**src/rtl/stream_rr_arb_pkg.sv**
```systemverilog
// Shared constants and types for the round-robin stream arbiter.
package stream_rr_arb_pkg;

    localparam int unsigned INTN_W = 8;
    localparam bit          TRUE   = 1'b1;
    localparam bit          FALSE  = 1'b0;

    typedef enum logic {
        UNLOCKED = 1'b0,
        LOCKED   = 1'b1
    } lock_e;

    typedef struct packed {
        logic [2:0]        tag;
        logic [INTN_W-1:0] data;
    } beat_t;

    // Smallest tag width able to index n requesters (never below 1).
    function automatic int unsigned tag_width(input int unsigned n);
        int unsigned w;
        w = 1;
        while ((32'd1 << w) < n) begin
            w = w + 1;
        end
        return w;
    endfunction

endpackage

```
**src/rtl/stream_rr_arb_rr_pick.sv**
```systemverilog
// Combinational round-robin picker: optional hold on the start index, else a wrap scan
// beginning just after it and ending on the start index itself.
module rr_pick
    import stream_rr_arb_pkg::*;
#(
    parameter int unsigned N     = 2,
    parameter int unsigned TAG_W = 1
) (
    input  logic [N-1:0]     i_req,
    input  logic [TAG_W-1:0] i_start,
    input  logic             i_hold,
    output logic [TAG_W-1:0] o_g,
    output logic             o_gv
);

    int unsigned w_best;
    int unsigned w_dist;

    // Distance from the start index ranks candidates; the start index itself ranks last
    // unless held, in which case it ranks first.
    always_comb begin
        o_g    = '0;
        o_gv   = FALSE;
        w_best = N + 1;
        w_dist = 0;
        for (int unsigned i = 0; i < N; i++) begin
            if (i_req[i]) begin
                w_dist = (i + N - 32'(i_start)) % N;
                if (w_dist == 0) begin
                    w_dist = N;
                end
                if (i_hold && (i == 32'(i_start))) begin
                    w_dist = 0;
                end
                if (w_dist < w_best) begin
                    w_best = w_dist;
                    o_g    = TAG_W'(i);
                    o_gv   = TRUE;
                end
            end
        end
    end

endmodule

```
**src/rtl/stream_rr_arb.sv**
```systemverilog
// Round-robin arbiter sharing one downstream stream among N requesters, with bounded
// bursts and a single registered output stage tagged by requester index.
module stream_rr_arb
    import stream_rr_arb_pkg::*;
#(
    parameter int unsigned N         = 2,
    parameter int unsigned W         = INTN_W,
    parameter int unsigned TAG_W     = 1,
    parameter int unsigned MAX_BURST = 4
) (
    input  logic             clk,
    input  logic             rst,
    input  logic [N-1:0]     in_valid,
    output logic [N-1:0]     in_ready,
    input  logic [N*W-1:0]   in_data,
    output logic             out_valid,
    input  logic             out_ready,
    output logic [W-1:0]     out_data,
    output logic [TAG_W-1:0] out_tag
);

    localparam int unsigned CNT_W = $clog2(MAX_BURST + 1);

    logic [TAG_W-1:0] r_owner, w_owner_nxt;
    logic [CNT_W-1:0] r_cnt, w_cnt_nxt;
    lock_e            r_lock, w_lock_nxt;
    logic             r_out_valid, w_out_valid_nxt;
    logic [W-1:0]     r_out_data, w_out_data_nxt;
    logic [TAG_W-1:0] r_out_tag, w_out_tag_nxt;

    logic             w_hold;
    logic [TAG_W-1:0] w_g;
    logic             w_gv;
    logic             w_can_accept;
    logic             w_xfer;
    logic             w_owner_valid;
    logic [W-1:0]     w_gdata;

    assign w_hold       = (r_lock == LOCKED) && (r_cnt < CNT_W'(MAX_BURST));
    assign w_can_accept = !r_out_valid || out_ready;
    assign w_xfer       = w_gv && w_can_accept && !rst;

    rr_pick #(
        .N     (N),
        .TAG_W (TAG_W)
    ) u_pick (
        .i_req   (in_valid),
        .i_start (r_owner),
        .i_hold  (w_hold),
        .o_g     (w_g),
        .o_gv    (w_gv)
    );

    always_comb begin
        in_ready      = '0;
        w_gdata       = '0;
        w_owner_valid = 1'b0;
        for (int unsigned i = 0; i < N; i++) begin
            if (w_g == TAG_W'(i)) begin
                in_ready[i] = w_xfer;
                w_gdata     = in_data[i*W +: W];
            end
            if (r_owner == TAG_W'(i)) begin
                w_owner_valid = in_valid[i];
            end
        end
    end

    // Continuing the burst requires the hold to still be active; a wrap-scan regrant of
    // the owner after the burst limit restarts the count instead of overrunning it.
    always_comb begin
        w_owner_nxt     = r_owner;
        w_cnt_nxt       = r_cnt;
        w_lock_nxt      = r_lock;
        w_out_valid_nxt = r_out_valid;
        w_out_data_nxt  = r_out_data;
        w_out_tag_nxt   = r_out_tag;
        if (w_xfer) begin
            w_out_data_nxt  = w_gdata;
            w_out_tag_nxt   = w_g;
            w_out_valid_nxt = 1'b1;
            if (w_hold && (w_g == r_owner)) begin
                w_cnt_nxt = r_cnt + CNT_W'(1);
            end else begin
                w_owner_nxt = w_g;
                w_cnt_nxt   = CNT_W'(1);
                w_lock_nxt  = LOCKED;
            end
        end else begin
            if (r_out_valid && out_ready) begin
                w_out_valid_nxt = 1'b0;
            end
            if ((r_lock == LOCKED) && !w_owner_valid) begin
                w_lock_nxt = UNLOCKED;
            end
        end
    end

    always_ff @(posedge clk or posedge rst) begin
        if (rst) begin
            r_owner     <= TAG_W'(N - 1);
            r_cnt       <= '0;
            r_lock      <= UNLOCKED;
            r_out_valid <= 1'b0;
            r_out_data  <= '0;
            r_out_tag   <= '0;
        end else begin
            r_owner     <= w_owner_nxt;
            r_cnt       <= w_cnt_nxt;
            r_lock      <= w_lock_nxt;
            r_out_valid <= w_out_valid_nxt;
            r_out_data  <= w_out_data_nxt;
            r_out_tag   <= w_out_tag_nxt;
        end
    end

    assign out_valid = r_out_valid;
    assign out_data  = r_out_data;
    assign out_tag   = r_out_tag;

endmodule

```
**config.mk**
```make
export PLATFORM = sky130hd
export DESIGN_NAME = stream_rr_arb
export DESIGN_NICKNAME = d
export VERILOG_FILES = /design/src/rtl/stream_rr_arb_pkg.sv /design/src/rtl/stream_rr_arb_rr_pick.sv /design/src/rtl/stream_rr_arb.sv
export SDC_FILE = /design/constraint.sdc
export NUM_CORES = 1
export LEC_CHECK = 0
export ABC_AREA = 0
export ABC_CLOCK_PERIOD_IN_PS = 1800
export BUFFER_PORTS_ARGS = -buffer_cell sky130_fd_sc_hd__clkbuf_2
export CAP_MARGIN = 20
export CORE_UTILIZATION = 30
export CTS_BUF_LIST = sky130_fd_sc_hd__clkbuf_16
export CTS_CLUSTER_DIAMETER = 200
export CTS_CLUSTER_SIZE = 16
export DETAILED_ROUTE_END_ITERATION = 6
export SLEW_MARGIN = 5
export SYNTH_ARGS = -nofsm -noshare
export SYNTH_HDL_FRONTEND = slang
export SYNTH_SLANG_ARGS = --single-unit
```
**constraint.sdc**
```tcl
create_clock -name clk -period 1.8 [get_ports clk]
set_input_delay 0.09 -clock clk [delete_from_list [all_inputs] [get_ports clk]]
set_output_delay 0.09 -clock clk [all_outputs]
set_load 0.02 [all_outputs]
```
# --- Word-level counts from Yosys, hierarchy flattened ---
# Cells that the tools add are included.
totals:
  register_bits: 15
  input_bits: 21
  output_inout_bits: 12
  wordCells: 58
op_classes:
  addsub: 3
  magnitude_cmp: 3
  n_eq_ne: 2
  muxes: 24
  bitwise: 2
  reduce_logical: 18
ops:
  columns: ["op", "count"]
  rows:
  - ["$mux W32", 4]
  - ["$logic_not A32 Y1", 2]
  - ["$lt A32 B2 Y1 const B", 1]
  - ["$lt A32 B32 Y1", 1]
  - ["$mux W1", 14]
  - ["$logic_and A1 B1 Y1", 8]
  - ["$mux W2", 4]
  - ["$mux W8", 1]
  - ["$reduce_and A2 Y1", 2]
  - ["$reduce_bool A2 Y1", 2]
  - ["$add A3 B1 Y3 const B", 1]
  - ["$logic_not A1 Y1", 3]
  - ["$lt A3 B3 Y1 const B", 1]
  - ["$mux W3", 1]
  - ["$ne A2 B2 Y1 const B", 1]
  - ["$not A1 Y1", 2]
  - ["$sub A1 B1 Y1 const A", 2]
  - ["$eq A1 B1 Y1", 1]
  - ["$logic_or A1 B1 Y1", 1]

# --- Logic depth before layout (Yosys ltp) ---
logic_depth:
  depth_word: 15
  depth_mapped: 8
  ltp_nobuf: 7

# --- Modules after synthesis ---
# Synthesis repeated with hierarchy kept, for this count alone.
unflattened:
  cells_unflattened: 75
  hier_area_um2: 804.5
modules_own_cells:
  columns: ["module", "instances", "cells_each", "area_per_inst_um2", "seq_area_each_um2"]
  rows:
  - ["stream_rr_arb", 1, 68, 754.5, 376.6]
  - ["rr_pick", 1, 7, 50.0, 0.0]

# --- Least setup slack after synthesis ---
# OpenSTA, ideal clock, no wires.
synth_timing:
  kind: "flip-flop to flip-flop"
  from: "reg r_owner"
  to: "reg r_cnt[0]"
  setup_ns: 0.125
  arrival_ns: 1.815
  required_time_ns: 1.675
  setup_slack_ns: -0.140
  stages_incl_launch_ff: 8
  path_buffers: 0
  period_less_slack_ns: 1.940
  path_cell_list: "dfstp_2 inv_1 nor2_1 ha_1 or2b_4 a21oi_4 or3_1 mux2_4"
synth_between:
  elab_chain_len: 14
  word_cells_on_any_way: 28
  cone_classes: "add/sub: 2; order compare: 2; eq/ne: 1; mux: 15; bitwise: 1; reduce/logical: 7"
synth_lines:
  columns: ["element", "line", "text"]
  rows:
  - ["start, declared", "stream_rr_arb.sv:24", "logic [TAG_W-1:0] r_owner, w_owner_nxt;"]
  - ["start signal, assigned", "stream_rr_arb.sv:101", "r_owner <= TAG_W'(N - 1);"]
  - ["start signal, assigned", "stream_rr_arb.sv:108", "r_owner <= w_owner_nxt;"]
  - ["$sub A1 B1 Y1", "stream_rr_arb_rr_pick.sv:28", "w_dist = (i + N - 32'(i_start)) % N;"]
  - ["$logic_not A32 Y1", "stream_rr_arb_rr_pick.sv:29", "if (w_dist == 0) begin"]
  - ["$mux W2", "stream_rr_arb_rr_pick.sv:29", null]
  - ["$mux W2", "stream_rr_arb_rr_pick.sv:32", "if (i_hold && (i == 32'(i_start))) begin"]
  - ["$mux W32", "stream_rr_arb_rr_pick.sv:27", "if (i_req[i]) begin"]
  - ["$lt A32 B2 Y1", "stream_rr_arb_rr_pick.sv:35", "if (w_dist < w_best) begin"]
  - ["$mux W32", "stream_rr_arb_rr_pick.sv:35", null]
  - ["$mux W32", "stream_rr_arb_rr_pick.sv:27", null]
  - ["$lt A32 B32 Y1", "stream_rr_arb_rr_pick.sv:35", null]
  - ["$mux W1", "stream_rr_arb_rr_pick.sv:35", null]
  - ["$mux W1", "stream_rr_arb_rr_pick.sv:27", null]
  - ["$eq A1 B1 Y1", "stream_rr_arb.sv:82", "if (w_hold && (w_g == r_owner)) begin"]
  - ["$logic_and A1 B1 Y1", "stream_rr_arb.sv:82", null]
  - ["$mux W3", "stream_rr_arb.sv:82", null]
  - ["end signal, assigned", "stream_rr_arb.sv:109", "r_cnt <= w_cnt_nxt;"]
  - ["end, declared", "stream_rr_arb.sv:25", "logic [CNT_W-1:0] r_cnt, w_cnt_nxt;"]
# Several ways; a longest one is shown, not always the timed one. The select of a mux whose other input is x is not followed.
# A chain may end at the register's enable or synchronous reset.

# --- Worst setup path in the final report ---
layout_timing:
  from: "reg r_cnt[2]"
  to: "reg r_cnt[0]"
layout_between:
  elab_chain_len: 14
  word_cells_on_any_way: 23
  cone_classes: "order compare: 3; eq/ne: 1; mux: 13; reduce/logical: 6"
layout_lines:
  columns: ["element", "line", "text"]
  rows:
  - ["$lt A3 B3 Y1 (*)", "stream_rr_arb.sv:39", "assign w_hold = (r_lock == LOCKED) && (r_cnt < CNT_W'(MAX_BURST));"]
  - ["$logic_and A1 B1 Y1 (*)", "stream_rr_arb.sv:39", null]
  - ["$logic_and A1 B1 Y1", "stream_rr_arb_rr_pick.sv:32", null]
  - ["$mux W2", "stream_rr_arb_rr_pick.sv:32", null]
  - ["$mux W32", "stream_rr_arb_rr_pick.sv:27", null]
  - ["$lt A32 B2 Y1", "stream_rr_arb_rr_pick.sv:35", null]
  - ["$mux W32", "stream_rr_arb_rr_pick.sv:35", null]
  - ["$mux W32", "stream_rr_arb_rr_pick.sv:27", null]
  - ["$lt A32 B32 Y1", "stream_rr_arb_rr_pick.sv:35", null]
  - ["$mux W1", "stream_rr_arb_rr_pick.sv:35", null]
  - ["$mux W1", "stream_rr_arb_rr_pick.sv:27", null]
  - ["$eq A1 B1 Y1", "stream_rr_arb.sv:82", null]
  - ["$logic_and A1 B1 Y1", "stream_rr_arb.sv:82", null]
  - ["$mux W3", "stream_rr_arb.sv:82", null]
# Mark *: on every way between the ends. The rest lies on a longest branch, timed or not. The select of a mux whose other input is x is not followed.

==> results.md <==
Setup path:
- At the worst endpoint, the arrival time is between 2 and 2.5 ns.
- The type of element launching the critical path is a register.
- Of all nets on the critical path, the largest fanout is 4.
- The slack of the worst reg-to-reg path is -0.18 ns.
- For the worst setup path, the data required time is between 1.5 and 2 ns.
- The startpoint-to-endpoint class of the critical path is reg -> reg.
- STA classifies the critical path endpoint as a register.

Final layout:
- The library cell used most frequently in the layout, excluding fill and tap cells, is clkbuf_2.
- For this run, the share of the core covered by cells in the final layout is 0.527.
- From synthesis to final layout, the design area changed by 59.8%.
- The antenna cell count is 0.
- The top cell types in the final layout, fill and taps aside, are 30 x clkbuf_2, 14 x dfrtp_1, 12 x buf_4, 8 x a2bb2oi_1, 7 x o22ai_1.
- After the last flow step, the layout net total stands at 140.
- Of the cells placed in the final design, the portion with a size suffix greater than 1 is 0.560.

Die:
- The number of rows created at floorplan is 17.
- The effective utilization at floorplan is 0.330.
- The die span in y is 52.2 µm.
- The floorplan step defined a die boundary enclosing between 2000 and 3000 µm².
- The horizontal die dimension is 52.2 µm.
- The floorplan step defined a core boundary enclosing between 2000 and 2500 µm².
- Pin placement for this block handled 33 I/O pins.

Clock network:
- The clock net in this run drives a total of 15 sinks.
- The clock tree from TritonCTS is built.
- The clock-pin slew on the worst setup and hold paths is about 0.050 ns.
- The total number of H-tree levels is 1.
- The maximum number of buffers from clock root to sink is 2.
- The cell chosen for the clock root is clkbuf_16.
- For the worst-skew pair, the clock arrives at the later sink with an insertion delay of about 0.24 ns.
- TritonCTS created 3 clock buffers.

STA:
- Derived from the worst setup path, the maximum achievable clock frequency is a little over 500 MHz.
- Setup repair after global routing could not meet its margin everywhere.
- In this run the tightest slew margin relative to its limit is 0.839.
- Setup violations remaining at the end of the flow were counted as 14.
- The clock skew is approximately 0.0017 ns.
- The minimum clock period after layout is 1.98 ns.
- The least setup slack across all paths after layout is -0.185 ns.
- For the pin with the worst max-slew slack, the measured transition is ~0.24 ns.
- The final max-slew violation count came to 0.
- The count of final hold-check violations was 0.
- In the finished design, the share of the clock period the worst path needs comes to 1.10.

Synthesis:
- The most area-hungry cell type in the Yosys netlist is dfrtp_1.
- The combined area of all synthesized cells is 757 µm².
- During synthesis, Yosys emitted a total of 0 warnings.
- The instance count of the mapped netlist is between 60 and 70.
- In the post-synthesis netlist, the biggest area contributors are dfrtp_1 46%, a2bb2oi_1 9.3%, o22ai_1 6.6%.
- The net count after synthesis is 90.
- The flip-flop and latch count after synthesis is 15.
- The top flip-flop cell by instance count after synthesis is dfrtp_1.
- The post-synthesis average cell area is approximately 11 µm².
- The async set or reset register ratio after synthesis is 1.00.
- Synthesis instantiated 27 different standard cells from the library.
- The area fraction of the dominant cell type after synthesis is 0.463.
- The sequential area share after synthesis is 0.498.
- Counting flops with a built-in enable in the synthesized netlist gives 0.

Run status:
- The flow ran to the end, but the final reports show violations.
- The checks that failed: setup timing.

Global route:
- The number of global-route vias before repair is 741.
- The first global-routing pass estimated about 3.4 mm of wire.
- Across every metal layer, demand over resource in global routing totals 0.172.
- The remaining global-route overflow is 0.
- The pin count of the biggest net entering global routing is 9.
- The initial antenna violation count came to 0.

Placed design:
- The HPWL after detailed placement is about 1.5 mm.
- The count of buffers inserted at the top-level ports is 32.
- At the end of routability-driven placement, the weighted congestion stood at 0.777.

Pwr:
- After layout, the design draws a total of between 1500 and 2000 µW.
- The total power per unit cell area is approximately 1600 nW/µm².
- The static leakage is 0.000590 µW.
- The maximum vdd ir drop is ~0.00092 V.

Route:
- The number of nets with antenna violations after detailed routing is 0.
- Dividing the detail-routed via count by the number of cells gives approximately 5.1.
- The remaining routing DRC violations is 0.
- The number of DRC markers after the initial detailed-route iteration is 5.
- The detailed router placed 735 vias in this run.
- In the final routed layout, each cell accounts on average for 13.6 µm.
- The first-pass detailed-route iteration total is 3.
- For this block, the routed nets add up to just under 2 mm of wire.

Job:
- The number of violations of the max-capacitance limit is 0.

Hold path:
- The worst min-delay path class is in -> reg.
logic make-up after synthesis:
kind of cell,synth area share
AO/OA/AOI/OAI,0.296
multiplexers,0.0347
AND/OR/NAND/NOR,0.116
adder cells (fa/ha/maj),0.0331
flip-flops,0.498
buffers and inverters,0.0231
sequential cells by signal, summed over array words and instances (netlist names):
register,flops
r_owner,1
out_data,8
out_valid,1
r_lock,1
out_tag,1
r_cnt,3
metrics by stage:
stage | setup TNS (ns) | cell area, µm² | worst slack [ns] | instances | hold slack (ns)
6_report | -1.57 | 1210 | -0.185 | 144 | 0.144
5_1_grt | -2.55 | 1210 | -0.241 | 144 | 0.152
4_1_cts | -1.95 | 1210 | -0.184 | 144 | 0.145
3_5_place_dp | -1.51 | 1060 | -0.160 | 138 | 0.000722
3_3_place_gp | -0.920 | 1060 | -0.120 | 138 | -0.000385
2_1_floorplan | -0.371 | 776 | -0.104 | 67 | 0.00382
what timing repair did:
| item | CTS | global route |
|---|---|---|
| endpoints found under the hold margin | 14 | 0 |
| hold buffers | 1 | 0 |
| pin swaps | 7 | 3 |
| resized for setup | 12 | 4 |
| buffers inserted | 1 | 1 |
| endpoints found under the setup margin | 16 | 16 |
worst max-delay path: stages (launching register included):
cell     delay, ns
dfrtp_1       0.42
nor2b_4       0.17
o21a_1        0.17
ha_4          0.21
or2b_4        0.24
a21oi_4       0.07
or3_1         0.34
mux2_4        0.26
path summary, 6_finish.rpt:
kind / cells past startpoint / endpoint / start
worst max-delay path: 7 / r_cnt[0] / r_cnt[2]
worst min-delay path: 3 / out_data[1] / in_data[1]
worst max register to register: 7 / r_cnt[0] / r_cnt[2]
worst min register to register: 1 / out_tag / out_tag
max in group asynchronous: 4 / r_owner / rst
min in group asynchronous: 3 / out_data[4] / rst
synthesized netlist by cell type, types with 2 or more instances:
| cell type | number |
|---|---|
| nor2_1 | 2 |
| a21o_1 | 3 |
| inv_1 | 2 |
| ha_1 | 2 |
| o31ai_1 | 2 |
| dfrtp_1 | 14 |
| o22ai_1 | 8 |
| buf_2 | 2 |
| a2bb2oi_1 | 8 |
| o21ai_0 | 3 |
| nand2_1 | 5 |
report_power, final:
| group | switching [µW] | internal (µW) |
|---|---|---|
| clock network | 129 | 294 |
| registers | 86.5 | 478 |
| logic | 459 | 463 |
| total | 674 | 1240 |
metal layers:
| metal | vias to the layer above | track usage | part of all wire |
|---|---|---|---|
| li1 | 353 | - | - |
| met1 | 350 | 0.224 | 0.44 |
| met2 | 27 | 0.286 | 0.49 |
| met3 | 5 | 0.0319 | 0.057 |
| met4 | 0 | 0.0526 | 0.013 |
| met5 | - | 0 | 0 |
final cells by class:
cell class | instances | area, µm²
clock buffers | 3 | 75.1
clock inverters | 1 | 3.75
fillers | 220 | 1090
inverters | 2 | 7.51
multi-input cells | 48 | 413
flip-flops and latches | 15 | 377
well taps | 28 | 35.0
repair buffers | 47 | 299
(Power assumes the default switching activity.)
